## src/rtl/rom_loader_if.sv

```systemverilog
// Memory-side bus between the loader and the rom/ram instances.
// The master side is the loader: it drives addresses and write data,
// and it receives read data from a synchronous ROM and a synchronous RAM.
interface rom_loader_if;
   logic [15:0] rom_addr;
   logic [7:0]  rom_dout;
   logic [15:0] ram_addr;
   logic [7:0]  ram_din;
   logic        ram_we;
   logic [7:0]  ram_dout;

   modport master (
      output rom_addr,
      input  rom_dout,
      output ram_addr,
      output ram_din,
      output ram_we,
      input  ram_dout
   );

   modport slave (
      input  rom_addr,
      output rom_dout,
      input  ram_addr,
      input  ram_din,
      input  ram_we,
      output ram_dout
   );
endinterface

```

## src/rtl/rom_loader.sv

```systemverilog
// Boot/program sequencer and owner of the ROM and RAM ports.
// Sequence: clear RAM, copy the font, read the slot directory entry,
// copy the selected program to PROG_DEST, then hand both memories to the cpu.
module rom_loader #(
   parameter int unsigned CLEAR_LEN = 4096,
   parameter logic [15:0] FONT_BASE = 16'h0000,
   parameter int unsigned FONT_LEN  = 80,
   parameter logic [15:0] FONT_DEST = 16'h0050,
   parameter logic [15:0] DIR_BASE  = 16'h0050,
   parameter logic [15:0] PROG_DEST = 16'h0200,
   parameter logic [15:0] PROG_MAX  = 16'h0E00,
   parameter bit          AUTOSTART = 1'b1
) (
   input  logic        clk,
   input  logic        reset,
   input  logic        start,
   input  logic [3:0]  slot,
   output logic        busy,
   output logic        cpu_run,
   output logic        load_err,
   output logic        trunc,
   input  logic [15:0] cpu_rom_addr,
   output logic [7:0]  cpu_rom_dout,
   input  logic [15:0] cpu_ram_addr,
   input  logic [7:0]  cpu_ram_din,
   input  logic        cpu_ram_we,
   output logic [7:0]  cpu_ram_dout,
   rom_loader_if.master mem
);

   typedef enum logic [2:0] {
      S_IDLE,
      S_CLEAR,
      S_FONT,
      S_DIR,
      S_PROG,
      S_RUN,
      S_ERR
   } state_t;

   state_t      state;
   state_t      state_nxt;
   logic        go;
   logic [15:0] cnt;
   logic [3:0]  slot_q;
   logic [7:0]  start_hi;
   logic [7:0]  len_hi;
   logic [15:0] prog_start;
   logic [15:0] prog_len;
   logic        trunc_q;
   logic        auto_pend;
   logic [15:0] dir_addr;
   logic [15:0] dir_len;

   assign dir_addr = DIR_BASE + {10'd0, slot_q, 2'b00};
   assign dir_len  = {len_hi, mem.rom_dout};

   // Status decode straight from the state so reset clears it asynchronously.
   always_comb begin
      busy     = (state == S_CLEAR) || (state == S_FONT) ||
                 (state == S_DIR)   || (state == S_PROG);
      cpu_run  = (state == S_RUN);
      load_err = (state == S_ERR);
      trunc    = trunc_q;
   end

   // State register.
   always_ff @(posedge clk or negedge reset) begin
      if (!reset) state <= S_IDLE;
      else        state <= state_nxt;
   end

   // Next-state logic; a start request is only honoured when not loading.
   always_comb begin
      go        = 1'b0;
      state_nxt = state;
      case (state)
         S_IDLE: begin
            go = start | auto_pend;
            if (go) state_nxt = S_CLEAR;
         end
         S_RUN, S_ERR: begin
            go = start;
            if (go) state_nxt = S_CLEAR;
         end
         S_CLEAR: if (cnt == 16'(CLEAR_LEN - 1)) state_nxt = S_FONT;
         S_FONT:  if (cnt == 16'(FONT_LEN))      state_nxt = S_DIR;
         S_DIR: begin
            if (cnt == 16'd4) state_nxt = (dir_len == '0) ? S_ERR : S_PROG;
         end
         S_PROG:  if (cnt == prog_len)           state_nxt = S_RUN;
         default: state_nxt = S_IDLE;
      endcase
   end

   // Memory port mux: loader address generation while loading, cpu pass-through in RUN.
   always_comb begin
      mem.rom_addr = '0;
      mem.ram_addr = '0;
      mem.ram_din  = '0;
      mem.ram_we   = 1'b0;
      cpu_rom_dout = '0;
      cpu_ram_dout = '0;
      case (state)
         S_CLEAR: begin
            mem.ram_addr = cnt;
            mem.ram_we   = 1'b1;
         end
         S_FONT: begin
            // Read issued at step k lands one clock later, written as byte k-1.
            mem.rom_addr = FONT_BASE + cnt;
            if (cnt != '0) begin
               mem.ram_addr = FONT_DEST + cnt - 16'd1;
               mem.ram_din  = mem.rom_dout;
               mem.ram_we   = 1'b1;
            end
         end
         S_DIR: begin
            mem.rom_addr = dir_addr + cnt;
         end
         S_PROG: begin
            mem.rom_addr = prog_start + cnt;
            if (cnt != '0) begin
               mem.ram_addr = PROG_DEST + cnt - 16'd1;
               mem.ram_din  = mem.rom_dout;
               mem.ram_we   = 1'b1;
            end
         end
         S_RUN: begin
            mem.rom_addr = cpu_rom_addr;
            cpu_rom_dout = mem.rom_dout;
            mem.ram_addr = cpu_ram_addr;
            mem.ram_din  = cpu_ram_din;
            mem.ram_we   = cpu_ram_we;
            cpu_ram_dout = mem.ram_dout;
         end
         default: ;
      endcase
   end

   // Step counter, slot latch and directory capture.
   always_ff @(posedge clk or negedge reset) begin
      if (!reset) begin
         cnt        <= '0;
         slot_q     <= '0;
         start_hi   <= '0;
         len_hi     <= '0;
         prog_start <= '0;
         prog_len   <= '0;
         trunc_q    <= 1'b0;
         auto_pend  <= AUTOSTART;
      end else begin
         if (state_nxt != state) cnt <= '0;
         else if (busy)          cnt <= cnt + 16'd1;

         if (go) begin
            slot_q    <= slot;
            trunc_q   <= 1'b0;
            auto_pend <= 1'b0;
         end

         // Directory bytes arrive one clock after their address: start hi/lo, len hi/lo.
         if (state == S_DIR) begin
            case (cnt)
               16'd1: start_hi   <= mem.rom_dout;
               16'd2: prog_start <= {start_hi, mem.rom_dout};
               16'd3: len_hi     <= mem.rom_dout;
               16'd4: begin
                  if (dir_len > PROG_MAX) begin
                     prog_len <= PROG_MAX;
                     trunc_q  <= 1'b1;
                  end else begin
                     prog_len <= dir_len;
                  end
               end
               default: ;
            endcase
         end
      end
   end

endmodule

```

## src/flat_wrapper.sv

```systemverilog
// flat-port wrapper written by rule: the top's interface ports become plain ports
module rom_loader_flat 
#(
   parameter int unsigned CLEAR_LEN = 4096,
   parameter logic [15:0] FONT_BASE = 16'h0000,
   parameter int unsigned FONT_LEN  = 80,
   parameter logic [15:0] FONT_DEST = 16'h0050,
   parameter logic [15:0] DIR_BASE  = 16'h0050,
   parameter logic [15:0] PROG_DEST = 16'h0200,
   parameter logic [15:0] PROG_MAX  = 16'h0E00,
   parameter bit          AUTOSTART = 1'b1
)
  (clk, reset, start, slot, busy, cpu_run, load_err, trunc, cpu_rom_addr, cpu_rom_dout, cpu_ram_addr, cpu_ram_din, cpu_ram_we, cpu_ram_dout, mem_rom_addr, mem_rom_dout, mem_ram_addr, mem_ram_din, mem_ram_we, mem_ram_dout);
  rom_loader_if mem_i ();
  input  logic clk;
  input  logic reset;
  input  logic start;
  input  logic [3:0] slot;
  output logic busy;
  output logic cpu_run;
  output logic load_err;
  output logic trunc;
  input  logic [15:0] cpu_rom_addr;
  output logic [7:0] cpu_rom_dout;
  input  logic [15:0] cpu_ram_addr;
  input  logic [7:0] cpu_ram_din;
  input  logic cpu_ram_we;
  output logic [7:0] cpu_ram_dout;
  output wire logic [$bits(mem_i.rom_addr)-1:0] mem_rom_addr;
  input wire logic [$bits(mem_i.rom_dout)-1:0] mem_rom_dout;
  output wire logic [$bits(mem_i.ram_addr)-1:0] mem_ram_addr;
  output wire logic [$bits(mem_i.ram_din)-1:0] mem_ram_din;
  output wire logic [$bits(mem_i.ram_we)-1:0] mem_ram_we;
  input wire logic [$bits(mem_i.ram_dout)-1:0] mem_ram_dout;
  assign mem_rom_addr = mem_i.rom_addr;
  assign mem_i.rom_dout = mem_rom_dout;
  assign mem_ram_addr = mem_i.ram_addr;
  assign mem_ram_din = mem_i.ram_din;
  assign mem_ram_we = mem_i.ram_we;
  assign mem_i.ram_dout = mem_ram_dout;
  rom_loader #(.CLEAR_LEN(CLEAR_LEN), .FONT_BASE(FONT_BASE), .FONT_LEN(FONT_LEN), .FONT_DEST(FONT_DEST), .DIR_BASE(DIR_BASE), .PROG_DEST(PROG_DEST), .PROG_MAX(PROG_MAX), .AUTOSTART(AUTOSTART)) u_core (.clk(clk), .reset(reset), .start(start), .slot(slot), .busy(busy), .cpu_run(cpu_run), .load_err(load_err), .trunc(trunc), .cpu_rom_addr(cpu_rom_addr), .cpu_rom_dout(cpu_rom_dout), .cpu_ram_addr(cpu_ram_addr), .cpu_ram_din(cpu_ram_din), .cpu_ram_we(cpu_ram_we), .cpu_ram_dout(cpu_ram_dout), .mem(mem_i));
endmodule
```

## config.mk

```make
export PLATFORM = sky130hd
export DESIGN_NAME = rom_loader_flat
export DESIGN_NICKNAME = d
export VERILOG_FILES = /design/src/rtl/rom_loader_if.sv /design/src/rtl/rom_loader.sv /design/src/flat_wrapper.sv
export SDC_FILE = /design/constraint.sdc
export NUM_CORES = 1
export LEC_CHECK = 0
export BUFFER_PORTS_ARGS = -buffer_cell sky130_fd_sc_hd__buf_2
export CAP_MARGIN = 20
export CORE_MARGIN = 5
export CORE_UTILIZATION = 40
export DETAILED_ROUTE_END_ITERATION = 8
export GPL_ROUTABILITY_DRIVEN = 0
export PLACE_DENSITY = 0.65
export SLEW_MARGIN = 20
export SYNTH_ARGS = -nofsm -noshare
export SYNTH_HDL_FRONTEND = slang
export SYNTH_SLANG_ARGS = --single-unit
```

## constraint.sdc

```tcl
create_clock -name clk -period 3.6 [get_ports clk]
set_clock_uncertainty 0.1 [all_clocks]
set_input_delay 0.72 -clock clk [delete_from_list [all_inputs] [get_ports clk]]
set_output_delay 0.72 -clock clk [all_outputs]
set_load 0.005 [all_outputs]
```

==> results of run 1 <==
## routing by layer
| layer | vias to the layer above | track usage |
|---|---|---|
| li1 | 2832 | - |
| met1 | 2863 | 0.3164 |
| met2 | 289 | 0.3391 |
| met3 | 36 | 0.04689 |
| met4 | 0 | 0.07143 |
| met5 | - | 0 |
## registers in the layout (all words and copies together), names as in the netlist
register,count
u_core.cnt,16
u_core.prog_len,16
u_core.prog_start,16
u_core.len_hi,8
u_core.start_hi,8
u_core.slot_q,4
u_core.state,3
u_core.auto_pend,1
u_core.trunc,1
## power by group
part	total (uW)	internal (uW)	switching, uW
combinational	1080	435	644
sequential	933	875	57.8
clock	959	609	350
total	2970	1920	1050
## timing repair
action,in CTS,in global routing
endpoints found under the setup margin,1,15
buffers inserted,0,0
gates cloned,0,0
gates resized for setup,1,18
## layout by cell type (no fill, tap or decap), drive strengths merged, types with 3 or more instances in the layout
cell type / count
nor4: 6
a22oi: 13
clkinv: 3
nor2: 57
mux2: 38
o22ai: 9
nand4: 11
and3: 8
a31oi: 13
dfrtp: 72
nor2b: 5
a211oi: 6
o21bai: 4
a21oi: 41
a22o: 9
o31ai: 3
o2bb2ai: 3
clkbuf: 10
nand2: 83
or3: 6
nor3: 22
and4: 3
nand2b: 3
xnor2: 40
o211ai: 3
o21ai: 38
xor2: 21
a21o: 7
inv: 14
o21a: 5
buf: 159
a2111oi: 4
and2: 28
ha: 27
nand3: 15
a222oi: 9
nor3b: 4
## worst min-delay path by stage
stage | from | end | slack (ns) | cells past startpoint
2_1_floorplan | reset | u_core.cnt[0]$_DFFE_PN0P_ | 0.32 | 0
3_3_place_gp | u_core.trunc$_DFF_PN0_ | u_core.trunc$_DFF_PN0_ | 0.36 | 2
3_5_place_dp | u_core.trunc$_DFF_PN0_ | u_core.trunc$_DFF_PN0_ | 0.37 | 2
4_1_cts | reset | u_core.prog_len[3]$_DFFE_PN0P_ | 0.21 | 1
5_1_grt | reset | u_core.trunc$_DFF_PN0_ | 0.23 | 1
6_report | reset | u_core.prog_len[12]$_DFFE_PN0P_ | 0.21 | 1
## worst max-delay path, delay by kind of cell, from the launching register on
family	cells	cell delay (ns)
flip-flops	1	0.39
XOR/XNOR	1	0.18
AO/OA/AOI/OAI	4	1.09
buffers and inverters	1	0.14
adder cells (fa/ha/maj)	2	0.55
## metrics by stage
step	power [uW]	utilization	cell area, um2	hold WS, ns
CTS	2922	0.4827	7311	0.2138
finish	2971	0.4872	7378	0.2094
floorplan	1616	-	6138	0.3244
global route	3114	0.4872	7378	0.2327
global placement	1949	0.4609	6980	0.3636
detailed placement	1956	0.4609	6980	0.3677
## cell families (layout without fill, tap and decap cells)
kind of cell / after synthesis / count (layout) / synth area share
compound gates: 184 / 184 / 0.2042
xor+xnor: 61 / 61 / 0.08704
fa+ha+maj: 30 / 30 / 0.06319
buf+inv: 58 / 190 / 0.05830
flops: 73 / 73 / 0.2978
mux: 38 / 38 / 0.06971
simple gates: 260 / 260 / 0.2197
## cell type report
type                            instances  area, um2  share of cell area
Clock buffer                           10      229.0             0.03103
Clock inverter                          6      92.59             0.01255
Inverter                               15      56.30            0.007631
Multi-Input combinational cell        573       4040              0.5476
Sequential cell                        73       1829              0.2479
Tap cell                              188      235.2             0.03188
Timing Repair Buffer                  159      895.9              0.1214
==> metrics.yaml, run 1 <==
finalCritPeriodShare: 0.9727
final_nets: 924
start_of_the_worst_register_to_register_path: "u_core.cnt[11]$_DFFE_PN0P_"
yosys.cell_count.top_type: "nand2_1"
routedLengthMet1_um: 9167
cpMaxStageDelayCell: "o31ai_2"
crit_path_cell_trace: "ha_1, ha_1, o31ai_2, a211oi_1, xor2_1, a22oi_1, o32ai_2, buf_2"
setup-violations-final: 0
synthFlopType: "dfrtp_1"
wirelength_um: 20350
cts_root_buffer: "clkbuf_16"
cts.clk_slew.worst_paths_ns: 0.06
final_tns_setup_ns: 0
critical_path.startpoint: "u_core.slot_q[2]$_DFFE_PN0P_"
grt_pass1_vias: 5671
power_density_mw_per_mm2: 402.7
ys_top_cells_by_count: "nand2_1, dfrtp_1, nor2_1"
synthDominantCellAreaShare: 0.2935
synth-seq-cells: 73
route.detailed.drc: 0
worst_r2r_path_depth: 6
critPathMostFrequentCell: "ha_1"
yosys_warnings: 0
worst-path-max-fanout: 5
die_height_um: 133.9
rows: 45
dp_cells: 1008
biggest_area_contributors_in_the_synthesized_netlist: "dfrtp_1, xnor2_1, ha_1, mux2_2, nand2_1"
met2_wirelength_um: 8928
total_nets_after_synthesis: 797
peakVddDrop_mv: 0.2527
clock_sinks: 73
final_period_minus_worst_setup_slack_ns: 3.502
worstPathRequired_ns: 2.78
number_of_enable_type_register_cells_in_the_synthesized_netlist: 0
routed.top_layer: "met4"
synth.yosys.seq_area_share: 0.2978
die_span_in_x_um: 133.9
run_status: "complete, no violations"
grt_usage: 0.2227
place.port_buffers: 124
dpl_worst_slack_ns: 0.3295
insertion_delay_ns: 0.34
worstHoldPathType: "in -> async"
reg2reg_slack_ns: 0.80
area_growth_pct: 20.20
pin_count_of_the_biggest_net_entering_global_routing: 39
wl_per_cell_um: 19.88
grt_first_pass_wirelength_um: 31450
gr-total-overflow: 0
setup.worst_path.end_class: "output port"
leakagePower_uw: 0.003303
fp.dieArea_mm2: 0.01792
post_synth_inst_count: 704
dp.final_hpwl_um: 15610
timing.setup.critical_path_class: "reg -> out"
cap_violations: 0
grt_antenna_before_repair: 0
floorplan.initialDensity: 0.4053
tritoncts: "done"
regToRegEndpoint: "u_core.cnt[3]$_DFFE_PN0P_"
top_level_ports: 125
drive_gt1_frac: 0.2967
violation_count_after_the_first_detailed_routing_iteration: 523
ctsHoldBuffers: 0
cts_inserted_buffers: 9
ys_types: 83
worst_setup_path_start_kind: "register"
floorplan.core_area_mm2: 0.01515
postSynth.asyncResetShare: 1.000
max-clock-path-buffers: 2
yosys.area.top_type: "dfrtp_1"
syn-cell-area_mm2: 0.006138
num-fill-cells: 1497
timing.final.hold_violations: 0
finish.cell_count_without_fillers: 1024
cts_htree_levels: 3
maxClockFrequency_mhz: 285.6
crit_arrival_ns: 2.68
fin_ws_ns: 0.09840
dr_total_vias: 6020
avgViaCountPerCell: 5.879
drtPass1Iterations: 5
cp_slowest_stage_delay_ns: 0.55
timing_max_transition_violations_final: 0
route.met3.wl_um: 1778
worstMarginPinSlew_ns: 0.7898
antenna_cells_inserted: 0
synth_area_per_cell_um2: 8.719
max-slew-margin-rel: 0.4665
antenna_violating_nets_post_route: 0
timing.critical_path.to: "mem_rom_addr[12]"
(Power assumes the default switching activity.)
==> run 2, diff against run 1 <==
--- a/config.mk
+++ b/config.mk
@@ -7,6 +7,7 @@
 export LEC_CHECK = 0
 export BUFFER_PORTS_ARGS = -buffer_cell sky130_fd_sc_hd__buf_2
 export CAP_MARGIN = 20
+export CORE_ASPECT_RATIO = 1.25
 export CORE_MARGIN = 5
 export CORE_UTILIZATION = 40
 export DETAILED_ROUTE_END_ITERATION = 8
==> run 2 against run 1 <==
Net effect: combinational power rose by 4%; fmax rose by 1.3%; wire length rose by 1.5%; critical endpoint is now mem_rom_addr[11].
==> metrics.yaml, run 2 (synthesis results as in run 1) <==
violation_count_after_the_first_detailed_routing_iteration: 685  # +31%
cts_root_buffer: "clkbuf_16"
antenna_violating_nets_post_route: 0  # unchanged
setup-violations-final: 0  # unchanged
worst_r2r_path_depth: 8  # +2
reg2reg_slack_ns: 0.79  # about the same
worstHoldPathType: "in -> async"
floorplan.core_area_mm2: 0.01501  # -0.87%
largest_registers: "u_core.cnt (16), u_core.prog_len (16), u_core.prog_start (16)"
clock_sinks: 73  # unchanged
final_nets: 929  # +0.54%
area_growth_pct: 20.81
power_density_mw_per_mm2: 397.5  # -1.3%
rows: 50  # +11%
max-slew-margin-rel: 0.2913  # -0.1752
dp_cells: 1003  # -0.50%
wirelength_um: 20650  # +1.5%
cp_slowest_stage_delay_ns: 0.49  # -0.06 ns
gr-total-overflow: 0  # unchanged
layout.cells.most_common: "buf_2"
worstMarginPinSlew_ns: 1.057  # +0.2674 ns
grt_antenna_before_repair: 0  # unchanged
timing.final.hold_violations: 0  # unchanged
avgViaCountPerCell: 5.970  # +1.5%
dr_total_vias: 6101  # +1.3%
maxClockFrequency_mhz: 289.3  # +1.3%
drtPass1Iterations: 6  # +1
grt_first_pass_wirelength_um: 32120  # +2.1%
crit_arrival_ns: 2.64  # -0.04 ns
cts_htree_levels: 3  # unchanged
max-clock-path-buffers: 2  # unchanged
regToRegEndpoint: "u_core.state[1]$_DFF_PN0_"
grt_usage: 0.2289  # +0.006259
cts.clk_slew.worst_paths_ns: 0.06  # about the same
wl_per_cell_um: 20.21  # +1.7%
timing_max_transition_violations_final: 0  # unchanged
cap_violations: 0  # unchanged
worst_setup_path_start_kind: "register"
crit_path_cell_trace: "ha_1, a21oi_1, o21ai_0, a21oi_2, xnor2_1, a222oi_1, nor2_1, buf_2"
mostFrequentLayoutCells: "buf_2, nand2_1, dfrtp_1"
final_period_minus_worst_setup_slack_ns: 3.457  # -0.04452 ns
finalCritPeriodShare: 0.9603  # -0.01237
antenna_cells_inserted: 0  # unchanged
route.detailed.drc: 0  # unchanged
tritoncts: "done"
finish.instance_area_mm2: 0.007416  # +0.51%
grt_pass1_vias: 5938  # +4.7%
leakagePower_uw: 0.003302  # about the same
die_height_um: 148.5  # +11%
dpl_cell_area_mm2: 0.006968  # -0.18%
setup.worst_path.end_class: "output port"
dp.final_hpwl_um: 15960  # +2.2%
timing.setup.critical_path_class: "reg -> out"
cpMaxStageDelayCell: "dfrtp_1"
run_status: "complete, no violations"
num-fill-cells: 1454  # -2.9%
floorplan.initialDensity: 0.4088  # +0.003546
start_of_the_worst_register_to_register_path: "u_core.cnt[5]$_DFFE_PN0P_"
worst-path-max-fanout: 8  # +3
pin_count_of_the_biggest_net_entering_global_routing: 37  # -5.1%
place.port_buffers: 124  # unchanged
drive_gt1_frac: 0.3107  # +0.01406
finish.cell_count_without_fillers: 1022  # -0.20%
die_span_in_x_um: 120.8  # -9.8%
fp.dieArea_mm2: 0.01794  # about the same
cts_inserted_buffers: 9  # unchanged
peakVddDrop_mv: 0.2534  # +0.30%
top_level_ports: 125  # unchanged
insertion_delay_ns: 0.34  # about the same
worstPathRequired_ns: 2.78  # about the same
==> run 2: changes by cell type in the layout (fill, tap and decap cells not counted), sizes merged <==
cell and delta:
buf +5, bufinv -1
==> run 2: final cells by class <==
type / instances / area (um2) / area share
clock buffers: 10 / 239.0 / 0.03223
clock inverters: 5 / 56.30 / 0.007592
inverters: 15 / 60.06 / 0.008099
multi-input cells: 573 / 4078 / 0.5499
flip-flops and latches: 73 / 1834 / 0.2473
well taps: 182 / 227.7 / 0.03071
repair buffers: 164 / 920.9 / 0.1242
==> run 2: metal layers <==
| metal | track usage | up-vias | wire length, um |
|---|---|---|---|
| li1 | - | 2836 | - |
| met1 | 0.2898 | 2892 | 8335 |
| met2 | 0.3776 | 313 | 9736 |
| met3 | 0.04260 | 60 | 1598 |
| met4 | 0.1060 | 0 | 980 |
| met5 | 0 | - | 0 |
==> run 2: critical path, delay by kind of cell (launching register included) <==
| family | cells | cell delay, ns |
|---|---|---|
| buffers and inverters | 1 | 0.15 |
| xor gates and xnor gates | 1 | 0.12 |
| adders and majority gates | 1 | 0.42 |
| and+or+nand+nor | 1 | 0.06 |
| AOI/OAI and AO/OA | 4 | 1.06 |
| DFF | 1 | 0.49 |
==> run 2: report_power, final <==
part / switching, uW / total (uW) / internal (uW)
Clock: 343 / 893 / 550
Combinational: 651 / 1120 / 466
Sequential: 61.8 / 938 / 877
Total: 1060 / 2950 / 1890
==> run 2: worst max path at each step <==
stage          cells past startpoint                to                    startpoint
4_1_cts                            9  mem_ram_addr[12]     u_core.cnt[0]$_DFFE_PN0P_
2_1_floorplan                     10  mem_ram_addr[12]     u_core.cnt[0]$_DFFE_PN0P_
3_3_place_gp                       9  mem_rom_addr[13]  u_core.slot_q[2]$_DFFE_PN0P_
6_report                           8  mem_rom_addr[11]     u_core.cnt[8]$_DFFE_PN0P_
5_1_grt                            8  mem_rom_addr[15]     u_core.cnt[8]$_DFFE_PN0P_
3_5_place_dp                       9  mem_rom_addr[13]  u_core.slot_q[2]$_DFFE_PN0P_
==> run 2: metrics by stage <==
step / worst slack [ns] / hold slack (ns) / setup TNS, ns / util / total power (uW)
3_5_place_dp: 0.2649 / 0.3694 / 0 / 0.4641 / 1921
2_1_floorplan: 0.5445 / 0.3244 / 0 / - / 1616
6_report: 0.1429 / 0.3732 / 0 / 0.4939 / 2948
5_1_grt: -0.02979 / 0.3937 / -0.03498 / 0.4939 / 3100
3_3_place_gp: 0.2853 / 0.3655 / 0 / 0.4641 / 1916
4_1_cts: 0.004641 / 0.3843 / 0 / 0.4850 / 2840
==> run 2: timing repair <==
action                     4_1_cts  5_1_grt
gates resized for setup          5       28
pin swaps                        0        3
setup buffers                    0        4
setup endpoints to repair       11       26
hold buffers                     0        0
